`src/rtl/disp_mux_bcd.sv`:
```
// Four-digit multiplexed seven-segment driver for BCD inputs.
// Inputs are latched once per frame; all outputs are registered.

module disp_mux_bcd_dec (
  input  logic [3:0] bcd,
  output logic [6:0] seg
);
  // Active-low {g,f,e,d,c,b,a}; codes above 9 show a dash.
  always_comb begin
    seg = 7'b0111111;
    unique case (bcd)
      4'd0: seg = 7'b1000000;
      4'd1: seg = 7'b1111001;
      4'd2: seg = 7'b0100100;
      4'd3: seg = 7'b0110000;
      4'd4: seg = 7'b0011001;
      4'd5: seg = 7'b0010010;
      4'd6: seg = 7'b0000010;
      4'd7: seg = 7'b1111000;
      4'd8: seg = 7'b0000000;
      4'd9: seg = 7'b0010000;
      default: seg = 7'b0111111;
    endcase
  end
endmodule

module disp_mux_bcd #(
  parameter int REFRESH_BITS = 18
) (
  input  logic       clk,
  input  logic       reset_n,
  input  logic [3:0] dig0,
  input  logic [3:0] dig1,
  input  logic [3:0] dig2,
  input  logic [3:0] dig3,
  input  logic [3:0] dp_in,
  input  logic       blank_lz,
  output logic [3:0] an,
  output logic [7:0] sseg,
  output logic       frame_tick
);
  localparam int NUM_DIGITS = 4;
  localparam logic [REFRESH_BITS-1:0] P_ONE = REFRESH_BITS'(1);

  logic [REFRESH_BITS-1:0]           p;
  logic [1:0]                        idx, idx_nxt;
  logic [NUM_DIGITS-1:0][3:0]        shd, shd_nxt, digs;
  logic [NUM_DIGITS-1:0]             sdp, sdp_nxt;
  logic [NUM_DIGITS-1:0][6:0]        seg_raw;
  logic [NUM_DIGITS-1:0]             blank;
  logic                              wrap, snap;
  logic [3:0]                        an_nxt;
  logic [7:0]                        sseg_nxt;

  assign digs    = {dig3, dig2, dig1, dig0};
  assign wrap    = &p;
  assign snap    = wrap && (idx == 2'd3);
  assign idx_nxt = wrap ? idx + 2'd1 : idx;
  assign shd_nxt = snap ? digs  : shd;
  assign sdp_nxt = snap ? dp_in : sdp;

  // Outputs are decoded from next-state values so they line up with idx.
  genvar i;
  generate
    for (i = 0; i < NUM_DIGITS; i++) begin : g_dec
      disp_mux_bcd_dec u_dec (.bcd(shd_nxt[i]), .seg(seg_raw[i]));
    end
  endgenerate

  // A digit blanks only if it is zero and every digit to its left blanked.
  always_comb begin
    blank    = '0;
    blank[3] = blank_lz && (shd_nxt[3] == 4'd0);
    blank[2] = blank[3] && (shd_nxt[2] == 4'd0);
    blank[1] = blank[2] && (shd_nxt[1] == 4'd0);
    blank[0] = 1'b0;
  end

  always_comb begin
    an_nxt   = ~(4'b0001 << idx_nxt);
    sseg_nxt = {~sdp_nxt[idx_nxt], blank[idx_nxt] ? 7'h7F : seg_raw[idx_nxt]};
  end

  always_ff @(posedge clk or negedge reset_n) begin
    if (!reset_n) begin
      p          <= '1;
      idx        <= 2'd3;
      shd        <= '0;
      sdp        <= '0;
      an         <= 4'hF;
      sseg       <= 8'hFF;
      frame_tick <= 1'b0;
    end else begin
      p          <= p + P_ONE;
      idx        <= idx_nxt;
      shd        <= shd_nxt;
      sdp        <= sdp_nxt;
      an         <= an_nxt;
      sseg       <= sseg_nxt;
      frame_tick <= snap;
    end
  end
endmodule

```
`config.mk`:
```
export PLATFORM = sky130hd
export DESIGN_NAME = disp_mux_bcd
export DESIGN_NICKNAME = d
export VERILOG_FILES = /design/src/rtl/disp_mux_bcd.sv
export SDC_FILE = /design/constraint.sdc
export NUM_CORES = 1
export LEC_CHECK = 0
export BUFFER_PORTS_ARGS = -buffer_cell sky130_fd_sc_hd__buf_2
export CORE_MARGIN = 2
export CORE_UTILIZATION = 50
export CTS_CLUSTER_SIZE = 10
export DETAILED_ROUTE_END_ITERATION = 10
export HOLD_SLACK_MARGIN = 0.03
export PLACE_DENSITY_LB_ADDON = 0.05
export SLEW_MARGIN = 20
export SYNTH_ARGS = -nofsm -noshare
export SYNTH_HDL_FRONTEND = slang
export SYNTH_SLANG_ARGS = --single-unit
```
`constraint.sdc`:
```
create_clock -name clk -period 3.5 [get_ports clk]
set_input_delay 0.7 -clock clk [delete_from_list [all_inputs] [get_ports clk]]
set_output_delay 0.7 -clock clk [all_outputs]
set_load 0.005 [all_outputs]
```
# [Word level (Yosys, flattened, before mapping)]
# Memories as Yosys holds them, arrays and structs flattened.
# Index checks and enable logic that the tools add are counted.
[op_classes] n_addsub=2 n_lt_le_gt_ge=1 eq_ne=1 n_shift=1 muxes=10 bitwise=2 n_reduce_logical=8
[op_table] op="18-bit by 1-bit adder with 18-bit output (second input constant)" n=1
[op_table] op="18-bit AND reduction" n=1
[op_table] op="16-bit two-way mux" n=1
[op_table] op="7-bit binary-select mux with 2-bit select" n=1
[op_table] op="7-bit two-way mux" n=2
[op_table] op="4-bit logical NOT" n=3
[op_table] op="1-bit binary-select mux with 2-bit select" n=2
[op_table] op="1-bit logical AND" n=4
[op_table] op="4-bit two-way mux" n=1
[op_table] op="4-bit inverter" n=1
[op_table] op="1-bit by 2-bit left shift with 4-bit output (first input constant)" n=1
[op_table] op="2-bit by 3-bit < comparator with 1-bit output (second input constant)" n=1
[op_table] op="2-bit by 1-bit adder with 2-bit output (second input constant)" n=1
[op_table] op="2-bit equality test (second input constant)" n=1
[op_table] op="1-bit two-way mux" n=2
[op_table] op="2-bit two-way mux" n=1
[op_table] op="1-bit inverter" n=1
[totals] ff_bits=53 romBits=448 inputBits=23 wordCells=39 mem_count=4
[memory_table] name="(no name shown)" words=16 word_bits=7 read_ports=1 rd_ports_with_merged_regs=0 wr=0 line_no="11" source="unique case (bcd)"
[memory_table] name="(no name shown)" words=16 word_bits=7 read_ports=1 rd_ports_with_merged_regs=0 wr=0 line_no="11"
[memory_table] name="(no name shown)" words=16 word_bits=7 read_ports=1 rd_ports_with_merged_regs=0 wr=0 line_no="11"
[memory_table] name="(no name shown)" words=16 word_bits=7 read_ports=1 rd_ports_with_merged_regs=0 wr=0 line_no="11"

# [Longest topological paths before layout]
# Gate-level depths: netlist of run 1.
[logic_depth] word_depth=10 mapped_depth=13

# [Hierarchy]
# From an unflattened synthesis of run 1, not the netlist that was laid out.
[unflattened] hier_cells=334 hier_area_um2=3508.4
[by_module_without_submodules] module="disp_mux_bcd" instances=1 cells_each=210 area_each_um2=2547.4 seq_area_each_um2=1366.3
[by_module_without_submodules] module="disp_mux_bcd_dec" instances=4 cells_each=31 area_each_um2=240.2 seq_area_each_um2=0.0

# [Least setup slack after synthesis of run 1]
# OpenSTA, ideal clock, no wires.
[synth_path] path_kind="register to register" from="reg idx[1]" to="reg sseg[3]" t_arrival_ps=2904 required_ps=3433 setup_slack_ps=529 stages_incl_launch_ff=14 path_buffers=2 period_less_slack_ps=2971 path_cell_list="dfstp_2 -> ha_1 -> nand3_2 -> nor3_2 -> nand2_2 -> buf_2 -> mux2i_1 -> ha_1 -> o21ai_0 -> nand2_1 -> o2111ai_1 -> or3_1 -> clkbuf_1 -> nand4b_1"
[synth_via] elab_chain_cells=10
[synth_rtl] item="start, declared" line_no="46" source="logic [1:0] idx, idx_nxt;"
[synth_rtl] item="start signal, assigned" line_no="95" source="idx <= idx_nxt;"
[synth_rtl] item="branches (longest 9 deep; another with memory read 16 x 7 bit)"
[synth_rtl] item="7-bit two-way mux *" line_no="81" source="sseg_nxt = {~sdp_nxt[idx_nxt], blank[idx_nxt] ? 7'h7F : seg_raw[idx_nxt]};"
[synth_rtl] item="named net sseg_nxt[3]" line_no="53" source="logic [7:0] sseg_nxt;"
[synth_rtl] item="end signal, assigned" line_no="99" source="sseg <= sseg_nxt;"
[synth_rtl] item="end, declared" line_no="39" source="output logic [7:0] sseg,"
# Mark *: on every way through the listed nets, which the timed path passes. The select of a mux whose other input is x is not followed.

# [Final worst setup path of run 1]
# Ends and elaborated chain as after synthesis.

==> results.md, run 1 <==
- Status: complete, no violations
- Syn. warnings: 0
- HP Class: input port to asynchronous set/reset pin
- Crit path DAT: 3.42 ns
- Critical path required time: 3.75 ns
- CTS tree: yes
- Slew @ Worst Pin: 0.568 ns
- Mux cell area share after synthesis: 0.0645
- DR vias: 2639
- Final period utilization: 0.905
- TNS Setup: 0 ns
- Min Hold Slack: 0.364 ns
- Cell variety after synth: 61
- Total power: 1070 µW
- Setup violators final: 0
- Root Driver: clkbuf_8
- GP Congestion: 0.927
- Util after Layout: 0.576
- Synth Register Bits: 53
- Cell Area, Synth: 3280 µm²
- Rows: 29
- Largest cells by area after synthesis: dfstp_2 (26%), dfrtp_1 (16%), ha_1 (8.4%), mux2i_1 (4.3%), nand2_1 (3.6%)
- Final Max Tran Viols: 0
- Critical Path Sink Type: flip-flop
- Setup crit start kind: flip-flop
- # resized after CTS: 0
- Fmax: 316 MHz
- Cells along the critical path: ha_1, nand3_2, nor3_2, nand2_4, mux2i_2, ha_1, o21ai_0, nand2_1, o2111ai_1, or3_1, nand4b_1
- Largest net degree at the start of global routing: 45
- Xor-xnor portion of the synthesized cell area: 0.0454
- P_int: 803 µW
- WL per Instance: 18.0 µm
- FFs w/ async S/R, synth: 1.00
- H-tree levels: 2
- Compound-Gate Fraction of Synth Area: 0.115
- Synth Area in Adders: 0.0840
- DRC: 0
- Detailed Place HPWL: 6350 µm
- Synth Area in Simple Gates: 0.230
- Antenna Nets Post-Route: 0
- Vias in the first global route: 2615
- Total Nets Final: 423
- Fin. Hold Viols: 0
- Gate Count Post-Synth: 337
- Comb power frac: 0.084
- Yosys top cell area share: 0.257
- DIE WIDTH: 85.0 µm
- Global-route wire length before repair: 13800 µm
- Initial antenna violation count: 0
- Grt ovf: 0
- Min cycle time layout: 3.17 ns
- CP max stage delay: 0.60 ns
- Worst path bufs/invs: 0
- Slowest-stage cell, CP: dfstp_2
- VDD IR max: 0.000172 V
- Drt pass-1 iters: 5
- I/O pin count: 36
- CORE AREA: 6350 µm²
- Switching fraction of total power: 0.251
- Most common cell in the synthesized netlist: dfstp_2
- Die area: 7220 µm²
- Antenna diodes: 0
- Slew HR: 0.618
- Die Ht: 85.0 µm
- IO Port Bufs: 35
- Leading post-synthesis cells by instance count: dfstp_2 (32), nand2_1 (31), ha_1 (22), inv_1 (22)
- Power share of the clock group: 0.327
- Fill cells: 575
- CP Class: flip-flop to flip-flop
- Synth Flop Type: dfstp_2
- Yosys top cell by area: dfstp_2
- Worst-path clk slew: 0.10 ns
- CTS max path bufs: 2
- # Max-Cap Violations: 0
- Number of synthesized flops with an enable pin: 0
- Clk sinks: 53
- Syn_nets: 382
- Top delay family on crit path: simple AND/OR/NAND/NOR gates
- Hold Buf Count CTS: 0
- Post-CTS Setup Inserts: 0
- TritonCTS Buffers: 5
- P_sw: 269 µW
- Area grow syn2layout: 11.6%
- RSZ-0062 raised after global routing: false
- Leakage: 0.00167 µW
- Sequential Power Share: 0.589
- WL final: 8230 µm
- DR vias/cell: 5.79
- Cell mode on critical path: ha_1
- Combinational family with the most area after synthesis: simple AND/OR/NAND/NOR gates
- Critical path peak fanout: 16
- PwrDens: 293 nW/µm²
- Avg Cell Area, Syn: 9.72 µm²
- Sequential area share after synthesis: 0.417
- Skew final: 0.0139 ns
- Worst skew pair latency: 0.32 ns
- Total track usage: 0.245
- DRT iter0 DRCs: 189
- Starting Density: 0.516
- Share of post-route cells with drive strength above 1: 0.282
[worst paths after layout]
path,slack [ns],cells after the start,start,end
min in group clk,0.46,1,p[0],p[0]
hold reg to reg,0.46,1,p[0],p[0]
hold / removal,0.36,1,reset_n,shd[4]
setup / recovery,0.33,11,idx[1],sseg[3]
setup reg to reg,0.33,11,idx[1],sseg[3]
max in group asynchronous,2.55,2,reset_n,p[7]
[kinds of logic (layout without fill, tap and decap cells)]
kind of cell / count (synthesis) / after routing
AND/OR/NAND/NOR: 140 / 140
flip-flops: 53 / 53
AO/OA/AOI/OAI: 52 / 52
buffers and inverters: 33 / 75
adder cells (fa/ha/maj): 22 / 22
multiplexers: 20 / 20
XOR/XNOR: 17 / 17
[stage by stage]
step                cell area [µm²]  worst slack (ns)  instances
floorplan                      3280             0.529        337
CTS                            3640             0.198        456
finish                         3660             0.331        456
detailed placement             3550             0.217        448
global route                   3660            0.0501        456
global placement               3550             0.422        448
[cells in the final DEF, fill, tap and decap left out, drive strengths merged, types with 2 or more instances in the layout]
| cell | synthesis | routed |
|---|---|---|
| xnor2 | 12 | 12 |
| or4 | 2 | 2 |
| a21bo | 3 | 3 |
| dfrtp | 21 | 21 |
| inv | 25 | 25 |
| a211oi | 8 | 8 |
| buf | 6 | 42 |
| or3 | 3 | 3 |
| mux2i | 14 | 14 |
| mux2 | 6 | 6 |
| clkbuf | 2 | 5 |
| and2 | 7 | 7 |
| ha | 22 | 22 |
| nor2 | 20 | 20 |
| o211ai | 2 | 2 |
| a22oi | 2 | 2 |
| nand4b | 3 | 3 |
| a21oi | 7 | 7 |
| nand2b | 3 | 3 |
| xor2 | 5 | 5 |
| dfstp | 32 | 32 |
| and3 | 6 | 6 |
| and4 | 3 | 3 |
| a221oi | 2 | 2 |
| o21ai | 13 | 13 |
| a31oi | 2 | 2 |
| nand3 | 20 | 20 |
| clkinv | 0 | 2 |
| nand2 | 32 | 32 |
| nor4 | 4 | 4 |
| nor3 | 23 | 23 |
| nand4 | 8 | 8 |
| nor3b | 3 | 3 |
[state kept, by name (all words and copies together), names as in the netlist]
register and flops:
sseg 8, shd 16, sdp 4, frame_tick 1
idx 2, p 18, an 4
[worst register-to-register path, cell delays in order (launching register included)]
cell       delay (ns)
dfstp_2          0.60
ha_1             0.32
nand3_2          0.17
nor3_2           0.26
nand2_4          0.24
mux2i_2          0.33
ha_1             0.25
o21ai_0          0.10
nand2_1          0.07
o2111ai_1        0.12
or3_1            0.50
nand4b_1         0.14
[routing by layer]
| layer | routed length [µm] | track usage |
|---|---|---|
| met1 | 3770 | 0.350 |
| met2 | 3730 | 0.371 |
| met3 | 563 | 0.0506 |
| met4 | 161 | 0.0851 |
| met5 | 0 | 0 |
[final cells by class]
class | count | area [µm²] | area share
flip-flops and latches | 53 | 1370 | 0.374
multi-input cells | 251 | 1780 | 0.488
clock buffers | 5 | 68.8 | 0.0188
repair buffers | 42 | 230 | 0.0629
clock inverters | 3 | 17.5 | 0.00479
well taps | 77 | 96.3 | 0.0263
inverters | 25 | 93.8 | 0.0257
[power groups by stage]
stage / clock network (µW) / registers [µW] / logic, µW
after floorplan: 0 / 642 / 40.4
after CTS: 358 / 632 / 90.0
after detailed placement: 0 / 642 / 89.4
after global placement: 0 / 642 / 89.3
final: 351 / 632 / 90.0
after global routing: 382 / 633 / 102
No activity file was read; power rests on OpenSTA's default activity.
==> inputs of run 2 (changes only) <==
Settings changed: CORE_ASPECT_RATIO from default to 2, PLACE_DENSITY from default to 0.7, PLACE_DENSITY_LB_ADDON 0.05 to default, TNS_END_PERCENT from default to 1.
==> run 2 against run 1 <==
Compared with the run above: sequential share of layout area is 0.80 points lower; via count rose by 3.2%; clock power increased by 58%; final cell count up 2.2%; combinational power rose by 3.4%; die area increased by 0.55%; register-to-register slack gained 0.03 ns; clock-buffer cell count up 1; largest cell class unchanged.
==> results.md, run 2 (synthesis gave the netlist of run 1 again) <==
- Status: complete, no violations
- Footprint of the multi-input gates: 1770 µm² (-0.91%)
- DIE WIDTH: 61.2 µm (-28%)
- Crit path DAT: 3.34 ns (-0.08 ns)
- DR vias: 2724 (+3.2%)
- Top Registers: p x18, shd x16, sseg x8
- Commonest non-fill, non-tap cells in the layout: buf_2 (34), dfstp_2 (32), nand2_1 (31)
- Cell mode on critical path: ha_1
- R2r setup slk: 0.36 ns (+0.03 ns)
- Area grow syn2layout: 14.1%
- Setup crit start kind: flip-flop
- CORE AREA: 6310 µm² (-0.63%)
- Antenna diodes: 0 (unchanged)
- Clk sinks: 53 (unchanged)
- Reg2reg start: idx[1]
- Die area: 7260 µm² (+0.55%)
- H-tree levels: 2 (unchanged)
- # resized after CTS: 0 (unchanged)
- Worst skew pair latency: 0.30 ns (-0.02 ns)
- Post-CTS Setup Inserts: 0 (unchanged)
- CP Class: flip-flop to flip-flop
- CTS tree: yes
- GP Congestion: 1.01 (+8.8%)
- Skew final: 0.00581 ns (-0.00808 ns)
- VDD IR max: 0.000349 V (+100%)
- Fin. Hold Viols: 0 (unchanged)
- Final Max Tran Viols: 0 (unchanged)
- Fmax: 318 MHz (+0.87%)
- Total Nets Final: 424 (+0.24%)
- Setup violators final: 0 (unchanged)
- Slowest-stage cell, CP: dfstp_2
- Critical path required time: 3.70 ns (-0.05 ns)
- Detailed Place HPWL: 6760 µm (+6.5%)
- Critical path peak fanout: 10 (-6)
- Commonest non-fill, non-tap cell in the layout: buf_2
- Critical Path Sink Type: flip-flop
- Die Ht: 118 µm (+39%)
- Final period utilization: 0.898 (-0.00777)
- Starting Density: 0.519 (+0.00327)
- Slew @ Worst Pin: 0.575 ns (+0.00711 ns)
- Critical path origin: idx[1]
- Root Driver: clkbuf_16
- Biggest register: p
- Final std cells w/o fill: 466 (+2.2%)
- WL final: 8600 µm (+4.5%)
- CP max stage delay: 0.59 ns (about the same)
- Final Cell Area: 3740 µm² (+2.2%)
- Grt ovf: 0 (unchanged)
- PwrDens: 343 nW/µm² (+17%)
- TNS Setup: 0 ns (unchanged)
- FF/Latch Area: 1370 µm² (unchanged)
- DRC: 0 (unchanged)
- CTS max path bufs: 2 (unchanged)
- Share of post-route cells with drive strength above 1: 0.274 (-0.00864)
- HP Class: input port to asynchronous set/reset pin
- TritonCTS Buffers: 5 (unchanged)
- Vias in the first global route: 2902 (+11%)
- Antenna Nets Post-Route: 0 (unchanged)
- Worst-path clk slew: 0.06 ns (-0.04 ns)
- DRT iter0 DRCs: 139 (-26%)
- DR vias/cell: 5.85 (+1.0%)
- Global-route wire length before repair: 14200 µm (+3.4%)
- Leakage: 0.00171 µW (+2.5%)
- Slew HR: 0.613 (-0.00478)
- Min cycle time layout: 3.14 ns (-0.0272 ns)
- RSZ-0062 raised after global routing: false
- Post-DP Area: 3570 µm² (+0.53%)
- Largest net degree at the start of global routing: 45 (unchanged)
- FF-to-FF path depth: 11 (unchanged)
- Initial antenna violation count: 0 (unchanged)
- Placed insts: 458 (+2.2%)
- Drt pass-1 iters: 4 (-1)
- IO Port Bufs: 35 (unchanged)
- # Max-Cap Violations: 0 (unchanged)
- Fill cells: 598 (+4.0%)
- I/O pin count: 36 (unchanged)
- Worst flop-to-flop path endpoint: sseg[5]
- Total track usage: 0.271 (+0.0256)
- WL per Instance: 18.4 µm (+2.2%)
- Max FFs per register: 18 (unchanged)
- Hold Buf Count CTS: 0 (unchanged)
- Total power: 1280 µW (+19%)
- Rows: 41 (+41%)
- Cells along the critical path: ha_1, nand3_2, nor3_2, nand2_2, buf_4, mux2i_1, inv_1, ha_1, nand2b_1, a221oi_1, nand4_1
## run 2: cell types whose count changed in the layout (fill, tap and decap cells not counted)
cell        delta
clkbuf_1       +1
clkinvlp_4     -1
clkbuf_16      +5
mux2i_1        +3
nand2_4        -1
nand2_2        +1
buf_4          +1
mux2i_2        -3
clkbuf_8       -5
clkinv_2       -1
bufinv_16      +1
## run 2: per-stage QoR
step | setup WS (ns) | utilization | hold slack [ns]
finish | 0.358 | 0.592 | 0.395
global route | 0.114 | 0.592 | 0.439
CTS | 0.404 | 0.592 | 0.459
detailed placement | 0.413 | 0.566 | 0.441
global placement | 0.519 | 0.566 | 0.434
floorplan | 0.529 | - | 0.404
## run 2: metal layers
layer,global-route usage,part of all wire
met1,0.277,0.33
met2,0.461,0.54
met3,0.0470,0.046
met4,0.192,0.083
met5,0,0
## run 2: worst max path at each step
| stage | to | slack [ns] | depth (start not counted) |
|---|---|---|---|
| floorplan | sseg[3] | 0.53 | 13 |
| global placement | sseg[5] | 0.52 | 11 |
| detailed placement | sseg[5] | 0.41 | 11 |
| CTS | sseg[5] | 0.40 | 11 |
| global route | sseg[3] | 0.11 | 11 |
| finish | sseg[5] | 0.36 | 11 |
## run 2: final cells by class
class	instances	share of cell area
clock buffer	6	0.0345
multi-input combinational	251	0.473
sequential	53	0.366
timing repair buffer	43	0.0636
clock inverter	2	0.00937
inverter	25	0.0251
tap	86	0.0288
## run 2: critical path: cells and delay by family (launching register included)
kind / cells / cell delay, ns
compound gates: 1 / 0.29
flops: 1 / 0.59
fa+ha+maj: 2 / 0.54
buf+inv: 2 / 0.39
mux: 1 / 0.33
simple gates: 5 / 0.91
## run 2: power by group
group	switching, µW	leakage [µW]	internal, µW
registers	3.92	0.000553	627
logic	55.8	0.00107	37.3
clock network	220	0.0000808	337
total	279	0.00171	1000
==> inputs of run 3 (changes only) <==
Settings changed: CELL_PAD_IN_SITES_DETAIL_PLACEMENT from default to 1, CELL_PAD_IN_SITES_GLOBAL_PLACEMENT from default to 1, CORE_ASPECT_RATIO 2 to default, CORE_UTILIZATION 50 to 46, PLACE_DENSITY 0.7 to 0.8.
==> run 3 against run 2 <==
Compared with the run above: sequential share of layout area increased by 0.84 points; register-to-register slack got worse by 0.03 ns; global-route usage decreased by 2.5 points; total power decreased by 16%; combinational power decreased by 3.1%; clock-buffer cell count increased by 2; utilization decreased by 5.8 points; clock power decreased by 37%; sequential cell count unchanged; critical path depth unchanged.
==> results.md, run 3 (synthesis gave the netlist of run 1 again) <==
- Critical path required time: 3.76 ns (+0.06 ns)
- DRT iter0 DRCs: 166 (+19%)
- Crit path DAT: 3.43 ns (+0.09 ns)
- Switching fraction of total power: 0.247 (+0.0292)
- Commonest non-fill, non-tap cell in the layout: buf_2
- H-tree levels: 2 (unchanged)
- WL final: 9160 µm (+6.5%)
- # Max-Cap Violations: 0 (unchanged)
- R2r setup slk: 0.33 ns (-0.03 ns)
- Max FFs per register: 18 (unchanged)
- Area grow syn2layout: 11.5%
- Min cycle time layout: 3.17 ns (+0.0306 ns)
- I/O pin count: 36 (unchanged)
- Initial antenna violation count: 0 (unchanged)
- Hold depth: 1
- Cells along the critical path: ha_1, nand3_2, nor3_2, nand2_4, mux2i_2, ha_1, o21ai_0, nand2_1, o2111ai_1, or3_1, nand4b_1
- Die area: 7810 µm² (+7.7%)
- Crit path to: sseg[3]
- TritonCTS Buffers: 5 (unchanged)
- Share of post-route cells with drive strength above 1: 0.268 (-0.00578)
- Slew HR: 0.531 (-0.0816)
- Commonest non-fill, non-tap cells in the layout: buf_2 (35), dfstp_2 (32), nand2_1 (31)
- DR vias/cell: 5.78 (-1.1%)
- Biggest register: p
- Global-route wire length before repair: 14700 µm (+3.4%)
- Slowest-stage cell, CP: dfstp_2
- Worst-path clk slew: 0.10 ns (+0.04 ns)
- Comb power frac: 0.084 (+0.011)
- Grt ovf: 0 (unchanged)
- FF-to-FF path depth: 11 (unchanged)
- Fmax: 315 MHz (-0.96%)
- Cell mode on critical path: ha_1
- CTS tree: yes
- Top Registers: p x18, shd x16, sseg x8
- Setup crit start kind: flip-flop
- Util after Layout: 0.535 (-0.0575)
- PwrDens: 293 nW/µm² (-14%)
- Antenna diodes: 0 (unchanged)
- Post-DP Area: 3560 µm² (-0.28%)
- CORE AREA: 6830 µm² (+8.3%)
- Final period utilization: 0.906 (+0.00874)
- Critical Path Sink Type: flip-flop
- Leakage: 0.00166 µW (-3.0%)
- Antenna Nets Post-Route: 0 (unchanged)
- Final std cells w/o fill: 473 (+1.5%)
- Setup violators final: 0 (unchanged)
- Total track usage: 0.245 (-0.0252)
- Critical path origin: idx[1]
- Worst skew pair latency: 0.31 ns (about the same)
- DR vias: 2734 (+0.37%)
- Vias in the first global route: 2911 (+0.31%)
- CTS max path bufs: 2 (unchanged)
- P_int: 806 µW (-19%)
- TNS Setup: 0 ns (unchanged)
- Detailed Place HPWL: 6900 µm (+2.0%)
- Fin. Hold Viols: 0 (unchanged)
- DRC: 0 (unchanged)
- Skew final: 0.00955 ns (+0.00374 ns)
- Power share of the clock group: 0.326 (-0.108)
- Final Cell Area: 3650 µm² (-2.2%)
- Clk sinks: 53 (unchanged)
- Rows: 30 (-27%)
- HP Class: flip-flop to flip-flop
- Worst flop-to-flop path endpoint: sseg[3]
- Slew @ Worst Pin: 0.703 ns (+0.128 ns)
- Reg2reg start: idx[1]
- VDD IR max: 0.000166 V (-52%)
- Post-CTS Setup Inserts: 0 (unchanged)
- DIE WIDTH: 88.4 µm (+44%)
- P_sw: 265 µW (-5.2%)
- Placed insts: 465 (+1.5%)
- Drt pass-1 iters: 4 (unchanged)
- Min Hold Slack: 0.464 ns (+0.0693 ns)
- Final Max Tran Viols: 0 (unchanged)
- Root Driver: clkbuf_8
- Hold Buf Count CTS: 0 (unchanged)
- Starting Density: 0.480 (-0.0397)
- CP max stage delay: 0.60 ns (about the same)
- # resized after CTS: 0 (unchanged)
- Critical path peak fanout: 16 (+6)
- RSZ-0062 raised after global routing: false
- Largest net degree at the start of global routing: 54 (+20%)
- WL per Instance: 19.4 µm (+4.9%)
- IO Port Bufs: 35 (unchanged)
- Fill cells: 809 (+35%)
- Die Ht: 88.4 µm (-25%)
- Status: complete, no violations
- Total Nets Final: 421 (-0.71%)
- GP Congestion: 0.851 (-16%)
- CP Class: flip-flop to flip-flop
- Sequential Power Share: 0.590 (+0.097)
[run 3: changes by cell type in the layout (fill, tap and decap cells not counted)]
cell,previous run,this run
nand2_2,1,0
clkbuf_8,0,5
clkbuf_16,5,0
mux2i_2,0,2
mux2i_1,14,12
bufinv_16,1,0
clkinv_2,1,0
clkbuf_1,1,3
nand2_4,0,1
buf_2,34,35
buf_4,9,5
[run 3: cell type report]
type	count	area (µm²)	area share
well taps	96	120	0.0329
repair buffers	40	213	0.0582
multi-input cells	251	1780	0.487
inverters	25	93.8	0.0257
clock buffers	8	80.1	0.0219
flip-flops and latches	53	1370	0.374
[run 3: power groups by stage]
| stage | Combinational, µW | Sequential (µW) | Clock [µW] |
|---|---|---|---|
| 3_5_place_dp | 88.9 | 642 | 0 |
| 6_report | 90.2 | 632 | 349 |
| 5_1_grt | 101 | 633 | 372 |
| 3_3_place_gp | 87.1 | 642 | 0 |
| 2_1_floorplan | 40.4 | 642 | 0 |
| 4_1_cts | 89.6 | 632 | 355 |
[run 3: stage by stage]
stage	setup WS, ns	power, µW
2_1_floorplan	0.529	682
3_3_place_gp	0.445	729
3_5_place_dp	0.251	731
4_1_cts	0.205	1080
5_1_grt	0.0821	1110
6_report	0.328	1070
[run 3: routing by layer]
layer	part of all wire	track usage	wire, µm
met5	0	0	0
met4	0.016	0.0744	147
met3	0.066	0.0457	608
met2	0.46	0.401	4250
met1	0.45	0.333	4150
[run 3: critical path, delay by kind of cell (launching register included)]
kind | cells | cell delay (ns)
and+or+nand+nor | 6 | 1.38
DFF | 1 | 0.60
adders and majority gates | 2 | 0.58
muxes | 1 | 0.34
AOI/OAI and AO/OA | 2 | 0.21
[run 3: worst min-delay path by stage]
| stage | to | start |
|---|---|---|
| floorplan | frame_tick | reset_n |
| detailed placement | p[0] | p[0] |
| CTS | p[0] | p[0] |
| global route | p[0] | p[0] |
| global placement | p[0] | p[0] |
| finish | p[0] | p[0] |
